<file path="src/rtl/crc32_calc_top.sv">
// PNG chunk CRC-32 engine: IHDR CRC from picture size, then IDAT CRC over a streamed payload.
// Optional IHDR stage is enabled by defining CRC32_IHDR_EN.
module crc32_calc_top #(
    parameter int DATA_WD     = 32,
    parameter int NUM_WD      = 2,
    parameter int SIZE_PIC_WD = 32
) (
    input  logic                   clk,
    input  logic                   rstn,
    input  logic [SIZE_PIC_WD-1:0] w_i,
    input  logic [SIZE_PIC_WD-1:0] h_i,
    input  logic                   start_i,
    input  logic                   val_i,
    input  logic [DATA_WD-1:0]     dat_i,
    input  logic [NUM_WD-1:0]      num_i,
    input  logic                   lst_i,
    output logic                   done_o,
    output logic                   val_o,
    output logic [DATA_WD-1:0]     dat_o
);

    localparam logic [DATA_WD-1:0] POLY     = 32'hEDB8_8320;
    localparam logic [DATA_WD-1:0] CRC_INIT = 32'hFFFF_FFFF;
    localparam logic [DATA_WD-1:0] TAG_IDAT = 32'h4944_4154;

    typedef enum logic [1:0] {
        S_IDLE,
        S_IHDR,
        S_IDAT_INIT,
        S_DAT
    } state_t;

    state_t             state;
    logic [DATA_WD-1:0] crc_q;
    logic [DATA_WD-1:0] crc_next;
    logic [DATA_WD-1:0] upd_base;
    logic [DATA_WD-1:0] upd_dat;
    logic [NUM_WD-1:0]  upd_num;
    logic [DATA_WD-1:0] crc_chain [4];

`ifdef CRC32_IHDR_EN
    localparam logic [DATA_WD-1:0] TAG_IHDR = 32'h4948_4452;
    localparam logic [DATA_WD-1:0] IHDR_TAIL = 32'h0802_0000;
    logic [SIZE_PIC_WD-1:0] w_q;
    logic [SIZE_PIC_WD-1:0] h_q;
    logic [2:0]             cnt;
`else
    logic unused_pic;
    assign unused_pic = ^{w_i, h_i};
`endif

    // One reflected CRC-32 byte step; the loop unrolls into the XOR network.
    function automatic logic [DATA_WD-1:0] crc_byte(input logic [DATA_WD-1:0] crc,
                                                    input logic [7:0]         b);
        logic [DATA_WD-1:0] c;
        c = crc ^ {24'h0, b};
        for (int i = 0; i < 8; i++) begin
            c = c[0] ? ((c >> 1) ^ POLY) : (c >> 1);
        end
        return c;
    endfunction

    // NOTE: every signal gets a default at the top so no path leaves it unassigned and no latch is inferred.
    always_comb begin
        upd_base = crc_q;
        upd_dat  = dat_i;
        upd_num  = num_i;
        case (state)
            S_IDAT_INIT: begin
                upd_base = CRC_INIT;
                upd_dat  = TAG_IDAT;
                upd_num  = '1;
            end
`ifdef CRC32_IHDR_EN
            S_IHDR: begin
                upd_num = '1;
                case (cnt)
                    3'd0:    upd_dat = TAG_IHDR;
                    3'd1:    upd_dat = w_q;
                    3'd2:    upd_dat = h_q;
                    3'd3:    upd_dat = IHDR_TAIL;
                    default: begin
                        upd_dat = '0;
                        upd_num = '0;
                    end
                endcase
            end
`endif
            default: ;
        endcase

        // First byte on the wire sits in the top byte lane.
        crc_chain[0] = crc_byte(upd_base,     upd_dat[31:24]);
        crc_chain[1] = crc_byte(crc_chain[0], upd_dat[23:16]);
        crc_chain[2] = crc_byte(crc_chain[1], upd_dat[15:8]);
        crc_chain[3] = crc_byte(crc_chain[2], upd_dat[7:0]);
        crc_next     = crc_chain[upd_num];
    end

    // NOTE: state is updated with non-blocking assignments so every register samples pre-edge values.
    always_ff @(posedge clk) begin
        if (rstn) begin
            state  <= S_IDLE;
            crc_q  <= CRC_INIT;
            val_o  <= 1'b0;
            done_o <= 1'b0;
            dat_o  <= '0;
`ifdef CRC32_IHDR_EN
            w_q    <= '0;
            h_q    <= '0;
            cnt    <= '0;
`endif
        end else begin
            val_o  <= 1'b0;
            done_o <= 1'b0;
            case (state)
                S_IDLE: begin
                    if (start_i) begin
                        crc_q <= CRC_INIT;
`ifdef CRC32_IHDR_EN
                        w_q   <= w_i;
                        h_q   <= h_i;
                        cnt   <= '0;
                        state <= S_IHDR;
`else
                        state <= S_IDAT_INIT;
`endif
                    end
                end
`ifdef CRC32_IHDR_EN
                S_IHDR: begin
                    crc_q <= crc_next;
                    cnt   <= cnt + 3'd1;
                    if (cnt == 3'd4) begin
                        val_o <= 1'b1;
                        dat_o <= ~crc_next;
                        state <= S_IDAT_INIT;
                    end
                end
`endif
                S_IDAT_INIT: begin
                    crc_q <= crc_next;
                    state <= S_DAT;
                end
                S_DAT: begin
                    if (val_i) begin
                        crc_q <= crc_next;
                        if (lst_i) begin
                            val_o  <= 1'b1;
                            done_o <= 1'b1;
                            dat_o  <= ~crc_next;
                            state  <= S_IDLE;
                        end
                    end
                end
                default: state <= S_IDLE;
            endcase
        end
    end

endmodule

</file>
<file path="config.mk">
export PLATFORM = sky130hd
export DESIGN_NAME = crc32_calc_top
export DESIGN_NICKNAME = d
export VERILOG_FILES = /design/src/rtl/crc32_calc_top.sv
export SDC_FILE = /design/constraint.sdc
export NUM_CORES = 1
export LEC_CHECK = 0
export CAP_MARGIN = 40
export CORE_MARGIN = 5
export CORE_UTILIZATION = 40
export CTS_CLUSTER_SIZE = 25
export DETAILED_ROUTE_END_ITERATION = 8
export PLACE_DENSITY_LB_ADDON = 0.08
export SYNTH_ARGS = -nofsm -noshare
export SYNTH_HDL_FRONTEND = slang
export SYNTH_SLANG_ARGS = --single-unit
</file>
<file path="constraint.sdc">
create_clock -name clk -period 11 [get_ports clk]
set_input_delay 1.65 -clock clk [delete_from_list [all_inputs] [get_ports clk]]
set_output_delay 1.65 -clock clk [all_outputs]
set_load 0.01 [all_outputs]
</file>
==> flow_summary.json, run 1 <==
{
  "outcome": "finished clean",
  "cp.depth": 13,
  "cp_max_fo": 9,
  "worstSetupStartpointType": "input pin",
  "worst_pin_slew_ns": 0.872,
  "grt_pass1_wl_um": 41500,
  "drc_errors": 0,
  "busiest_layer": "met2",
  "routedWlPerCell_um": 26.1,
  "yosysSeqAreaShare": 0.180,
  "avgViaCountPerCell": 5.58,
  "use_met2": 0.412,
  "die_area_um2": 21500,
  "drt-initial-drc-count": 477,
  "critPathBufInv": 1,
  "wl_um": 28100,
  "max_freq_ghz": 0.139,
  "tns_ns": 0,
  "place_congestion": 0.934,
  "antenna_cells": 0,
  "path_clk_slew_ns": 0.05,
  "drive_gt1_frac": 0.116,
  "layout_common_cells": "174 x xnor2_1, 85 x nor2_1, 72 x clkdlybuf4s50_1, 67 x dfxtp_1, 57 x xor2_1",
  "syn_avg_cell_area_um2": 9.62,
  "grt_max_degree": 44,
  "critPathKind": "input pin to register",
  "die_height_um": 147,
  "setup_viol": 0,
  "ys_warn_count": 0,
  "timing.rr.start": "crc_q[3]$_SDFFE_PP1P_",
  "io_pins": 137,
  "skew_ns": 0.00678,
  "placed_cell_area_um2": 8480,
  "nNetsFinal": 944,
  "cts_setup_buffers": 0,
  "htree_num_levels": 3,
  "cp_top_family": "XOR/XNOR gates",
  "grt_use_met1": 0.371,
  "ys_ff_latch": 67,
  "clock_path_buffers": 2,
  "cts.sinks": 67,
  "slew_headroom": 0.413,
  "drv_cap": 0,
  "syn_inst": 775,
  "ys_async_sr_fraction": 0,
  "cts-buffers-inserted": 9,
  "cp_cell_sequence": "clkdlybuf4s50_1 > xnor2_1 > xor3_1 > xnor2_1 > xnor3_1 > xnor2_1 > nand2_2 > xor3_2 > xnor2_2 > xnor3_1 > o21ai_1 > o21ai_1 > o22a_1",
  "end_kind": "register",
  "crit_end": "crc_q[5]$_SDFFE_PP1P_",
  "vias": 6031,
  "netlist_area_um2": 7460,
  "hpwl_um": 22500,
  "reg2reg_slack_ns": 5.35,
  "cp_slowest_cell": "xor3_2",
  "root_buffer": "clkbuf_16",
  "arrival_ns": 7.44,
  "dr.pass1.iters": 5,
  "yosys_most_used_dff": "dfxtp_1",
  "grt_usage": 0.262,
  "final_common_cell": "xnor2_1",
  "r2r_cells": 12,
  "critPathRequiredTime_ns": 11.22,
  "grt_pass1_vias": 6074,
  "period_needed_ns": 7.21,
  "fill_cells": 1788,
  "synth_edf_count": 0,
  "cts_tree": "yes",
  "worstSkewPairLatency_ns": 0.33,
  "port_buffers": 72,
  "holdBufCountCts": 0,
  "coreArea_um2": 18500,
  "rows": 50,
  "period_share": 0.656,
  "max_stage_delay_ns": 0.65,
  "ant_nets": 0,
  "syn_nets": 878,
  "holdCritPathClass": "register to register",
  "finalMaxSlewViolations": 0,
  "rsz0062_at_grt": "false",
  "crit_start": "dat_i[26]",
  "grtUsageMet3": 0.0394,
  "antenna_found_initial": 0,
  "hold_viol_final": 0,
  "dieWidth_um": 147,
  "cts.repair.resized": 0,
  "fin_area_um2": 8770,
  "r2r_end": "crc_q[5]$_SDFFE_PP1P_",
  "critPathMostFrequentCell": "xnor2_1",
  "area_growth_pct": 17.6,
  "grt_overflow_total": 0,
  "yosysUniqueCellTypes": 64,
  "start_util": 0.403
}
-- Yosys cell counts (all sizes together), types with 4 or more instances --
cell type  count  share of area
xnor2        201           0.28
nor2          91          0.048
dfxtp         67           0.18
xor2          59          0.071
nand2         57          0.029
xnor3         54           0.16
a21oi         42          0.030
clkbuf        35          0.018
o21ai         26          0.017
a211oi        17          0.019
o22a          16          0.019
mux2i          9          0.014
o22ai          9         0.0075
nand2b         8         0.0067
nor3           8         0.0054
a31oi          6         0.0050
and2           6         0.0054
o221ai         6         0.0079
or2            6         0.0050
xor3           6          0.019
nand3b         4         0.0040
o21a           4         0.0040
-- state kept, by name, indices dropped and copies added (netlist names) --
name,flops
val_o,1
dat_o,32
state,2
crc_q,32
-- metal layers --
layer / vias to the layer above / wire, µm
met2: 218 / 12800
met5: - / 0
met4: 0 / 957
li1: 2782 / -
met3: 44 / 1550
met1: 2987 / 12800
-- worst min-delay path by stage --
| stage | cells past startpoint | end | slack, ns | start |
|---|---|---|---|---|
| final | 2 | dat_o[3]$_SDFFE_PP0P_ | 0.46 | dat_o[3]$_SDFFE_PP0P_ |
| after floorplan | 1 | crc_q[29]$_SDFFE_PP1P_ | 0.44 | crc_q[29]$_SDFFE_PP1P_ |
| after global routing | 2 | dat_o[6]$_SDFFE_PP0P_ | 0.49 | dat_o[6]$_SDFFE_PP0P_ |
| after global placement | 2 | dat_o[3]$_SDFFE_PP0P_ | 0.45 | dat_o[3]$_SDFFE_PP0P_ |
| after CTS | 2 | dat_o[3]$_SDFFE_PP0P_ | 0.47 | dat_o[3]$_SDFFE_PP0P_ |
| after detailed placement | 2 | dat_o[23]$_SDFFE_PP0P_ | 0.45 | dat_o[23]$_SDFFE_PP0P_ |
-- area by class of cell --
type / count / area (µm²) / area share
tap: 234 / 293 / 0.0334
sequential: 67 / 1340 / 0.153
clock inverter: 5 / 53.8 / 0.00613
multi-input combinational: 667 / 5960 / 0.679
inverter: 3 / 11.3 / 0.00128
timing repair buffer: 93 / 881 / 0.100
clock buffer: 11 / 233 / 0.0265
-- worst min-delay path: stages (launching register included) --
cell and delay, ns:
dfxtp_1 0.30, nand2_1 0.05, a21oi_1 0.05
-- stage by stage --
stage	instances	setup slack, ns	hold WS [ns]	utilization
floorplan	775	5.55	0.438	-
global placement	1057	3.39	0.450	0.455
finish	1080	3.79	0.461	0.474
global route	1080	3.59	0.488	0.474
CTS	1079	3.86	0.466	0.473
detailed placement	1063	3.60	0.452	0.458
-- cell families after synthesis --
family,synth area share
AND/OR/NAND/NOR,0.113
XOR/XNOR,0.533
buffers and inverters,0.0220
multiplexers,0.0188
flip-flops,0.180
AO/OA/AOI/OAI,0.133
Power of run 1 is left out: the tool's default activity adds up to more than one toggle a clock period on the data nets, which glitch-free logic cannot reach.
==> run 2, diff against run 1 <==
==> constraint.sdc (replaced) <==
create_clock -name clk -period 6.3 [get_ports clk]
set_input_delay 0.945 -clock clk [delete_from_list [all_inputs] [get_ports clk]]
set_output_delay 0.945 -clock clk [all_outputs]
set_load 0.01 [all_outputs]
==> run 2 against run 1 <==
  * Count of clock-buffer cells in the layout decreased by 2
  * Core utilization grew 2.0 points
  * Sequential share of layout area down 0.61 points
  * First-iteration DRC count shrank 0.42%
  * Worst setup slack got worse by 3.2 ns
  * Critical path depth stayed put
  * Flip-flop and latch count unchanged
  * Worst hold slack improved by 0.0060 ns
  * Global-route usage up 0.13 points
  * Via count up 3.0%
==> flow_summary.json, run 2 (synthesis gave the netlist of run 1 again) <==
{
  "outcome": "finished clean",
  "hpwl_um": 23000,
  "final_common_cell": "xnor2_1",
  "cts.repair.resized": 0,
  "period_needed_ns": 5.72,
  "drt-initial-drc-count": 475,
  "grt_pass1_vias": 6249,
  "worst_pin_slew_ns": 0.835,
  "worstSetupStartpointType": "input pin",
  "clock_path_buffers": 2,
  "critPathKind": "input pin to register",
  "antenna_found_initial": 0,
  "avgViaCountPerCell": 5.51,
  "die_area_um2": 21500,
  "port_buffers": 72,
  "nNetsFinal": 990,
  "max_freq_ghz": 0.175,
  "ant_nets": 0,
  "drv_cap": 0,
  "arrival_ns": 6.01,
  "layout_common_cells": "174 x xnor2_1, 85 x nor2_1, 72 x clkdlybuf4s50_1, 67 x dfxtp_1, 65 x buf_4",
  "vias": 6209,
  "area_growth_pct": 22.5,
  "drc_errors": 0,
  "end_kind": "register",
  "fin_ws_ns": 0.578,
  "reg_top3": "crc_q x32, dat_o x32, state x2",
  "skew_ns": 0.00874,
  "cts.sinks": 67,
  "dr.pass1.iters": 5,
  "period_share": 0.908,
  "place_inst": 1110,
  "critPathRequiredTime_ns": 6.58,
  "die_height_um": 147,
  "htree_num_levels": 3,
  "place_congestion": 0.985,
  "path_clk_slew_ns": 0.06,
  "fin_area_um2": 9140,
  "cp_max_fo": 7,
  "tns_ns": 0,
  "routedWlPerCell_um": 25.1,
  "hold_viol_final": 0,
  "dieWidth_um": 147,
  "start_util": 0.403,
  "wl_um": 28200,
  "worstSkewPairLatency_ns": 0.34,
  "io_pins": 137,
  "stdcell_count": 1126,
  "slew_headroom": 0.440,
  "grt_overflow_total": 0,
  "rsz0062_at_grt": "false",
  "root_buffer": "clkbuf_16",
  "rows": 50,
  "grt_pass1_wl_um": 41800,
  "antenna_cells": 0,
  "dp_slack_ns": 0.326,
  "setup_viol": 0,
  "holdCritPathClass": "register to register",
  "cts_setup_buffers": 0,
  "cts-buffers-inserted": 9,
  "placed_cell_area_um2": 8830,
  "grt_usage": 0.263,
  "finalMaxSlewViolations": 0,
  "drive_gt1_frac": 0.164,
  "coreArea_um2": 18500,
  "cts_tree": "yes",
  "holdBufCountCts": 0,
  "grt_max_degree": 44
}
[run 2: final cells by class]
type | count | area [µm²]
fill | 1764 | 9380
multi-input combinational | 667 | 5960
sequential | 67 | 1340
timing repair buffer | 139 | 1230
tap | 234 | 293
clock buffer | 9 | 225
clock inverter | 7 | 77.6
inverter | 3 | 11.3
[run 2: worst max-delay path, cell delays in order]
cell             delay [ns]
clkdlybuf4s50_1        0.51
xnor2_2                0.49
xnor3_1                0.64
xnor2_2                0.34
xnor3_2                0.48
xnor2_2                0.23
mux2i_4                0.33
xnor3_2                0.62
xnor3_2                0.50
xnor2_1                0.29
o22ai_1                0.14
a21oi_2                0.29
o22a_1                 0.19
[run 2: stage by stage]
stage | hold WS (ns) | util
3_3_place_gp | 0.449 | 0.476
2_1_floorplan | 0.438 | -
4_1_cts | 0.469 | 0.493
3_5_place_dp | 0.457 | 0.477
5_1_grt | 0.477 | 0.493
6_report | 0.467 | 0.493
[run 2: final timing paths]
kind	from	to	slack, ns	cells past startpoint
max	dat_i[29]	crc_q[18]$_SDFFE_PP1P_	0.58	13
min	dat_o[12]$_SDFFE_PP0P_	dat_o[12]$_SDFFE_PP0P_	0.47	2
max reg2reg	crc_q[5]$_SDFFE_PP1P_	crc_q[18]$_SDFFE_PP1P_	1.33	12
min reg2reg	dat_o[12]$_SDFFE_PP0P_	dat_o[12]$_SDFFE_PP0P_	0.47	2
[run 2: metal layers]
metal	global-route usage	routed length, µm	vias up
met3	0.0525	2000	66
met1	0.360	12400	3008
met2	0.408	12600	258
met5	0	0	-
met4	0.105	1240	0
li1	-	-	2877
Power of run 2 is left out for the same reason.
==> run 3, diff against run 2 <==
--- a/config.mk
+++ b/config.mk
@@ -5,6 +5,7 @@
 export SDC_FILE = /design/constraint.sdc
 export NUM_CORES = 1
 export LEC_CHECK = 0
+export ABC_CLOCK_PERIOD_IN_PS = 6300
 export CAP_MARGIN = 40
 export CORE_MARGIN = 5
 export CORE_UTILIZATION = 40
==> results of run 3 <==
No change in the layout: final DEF, timing and power equal those of run 2.
Power of run 3 is left out for the same reason.
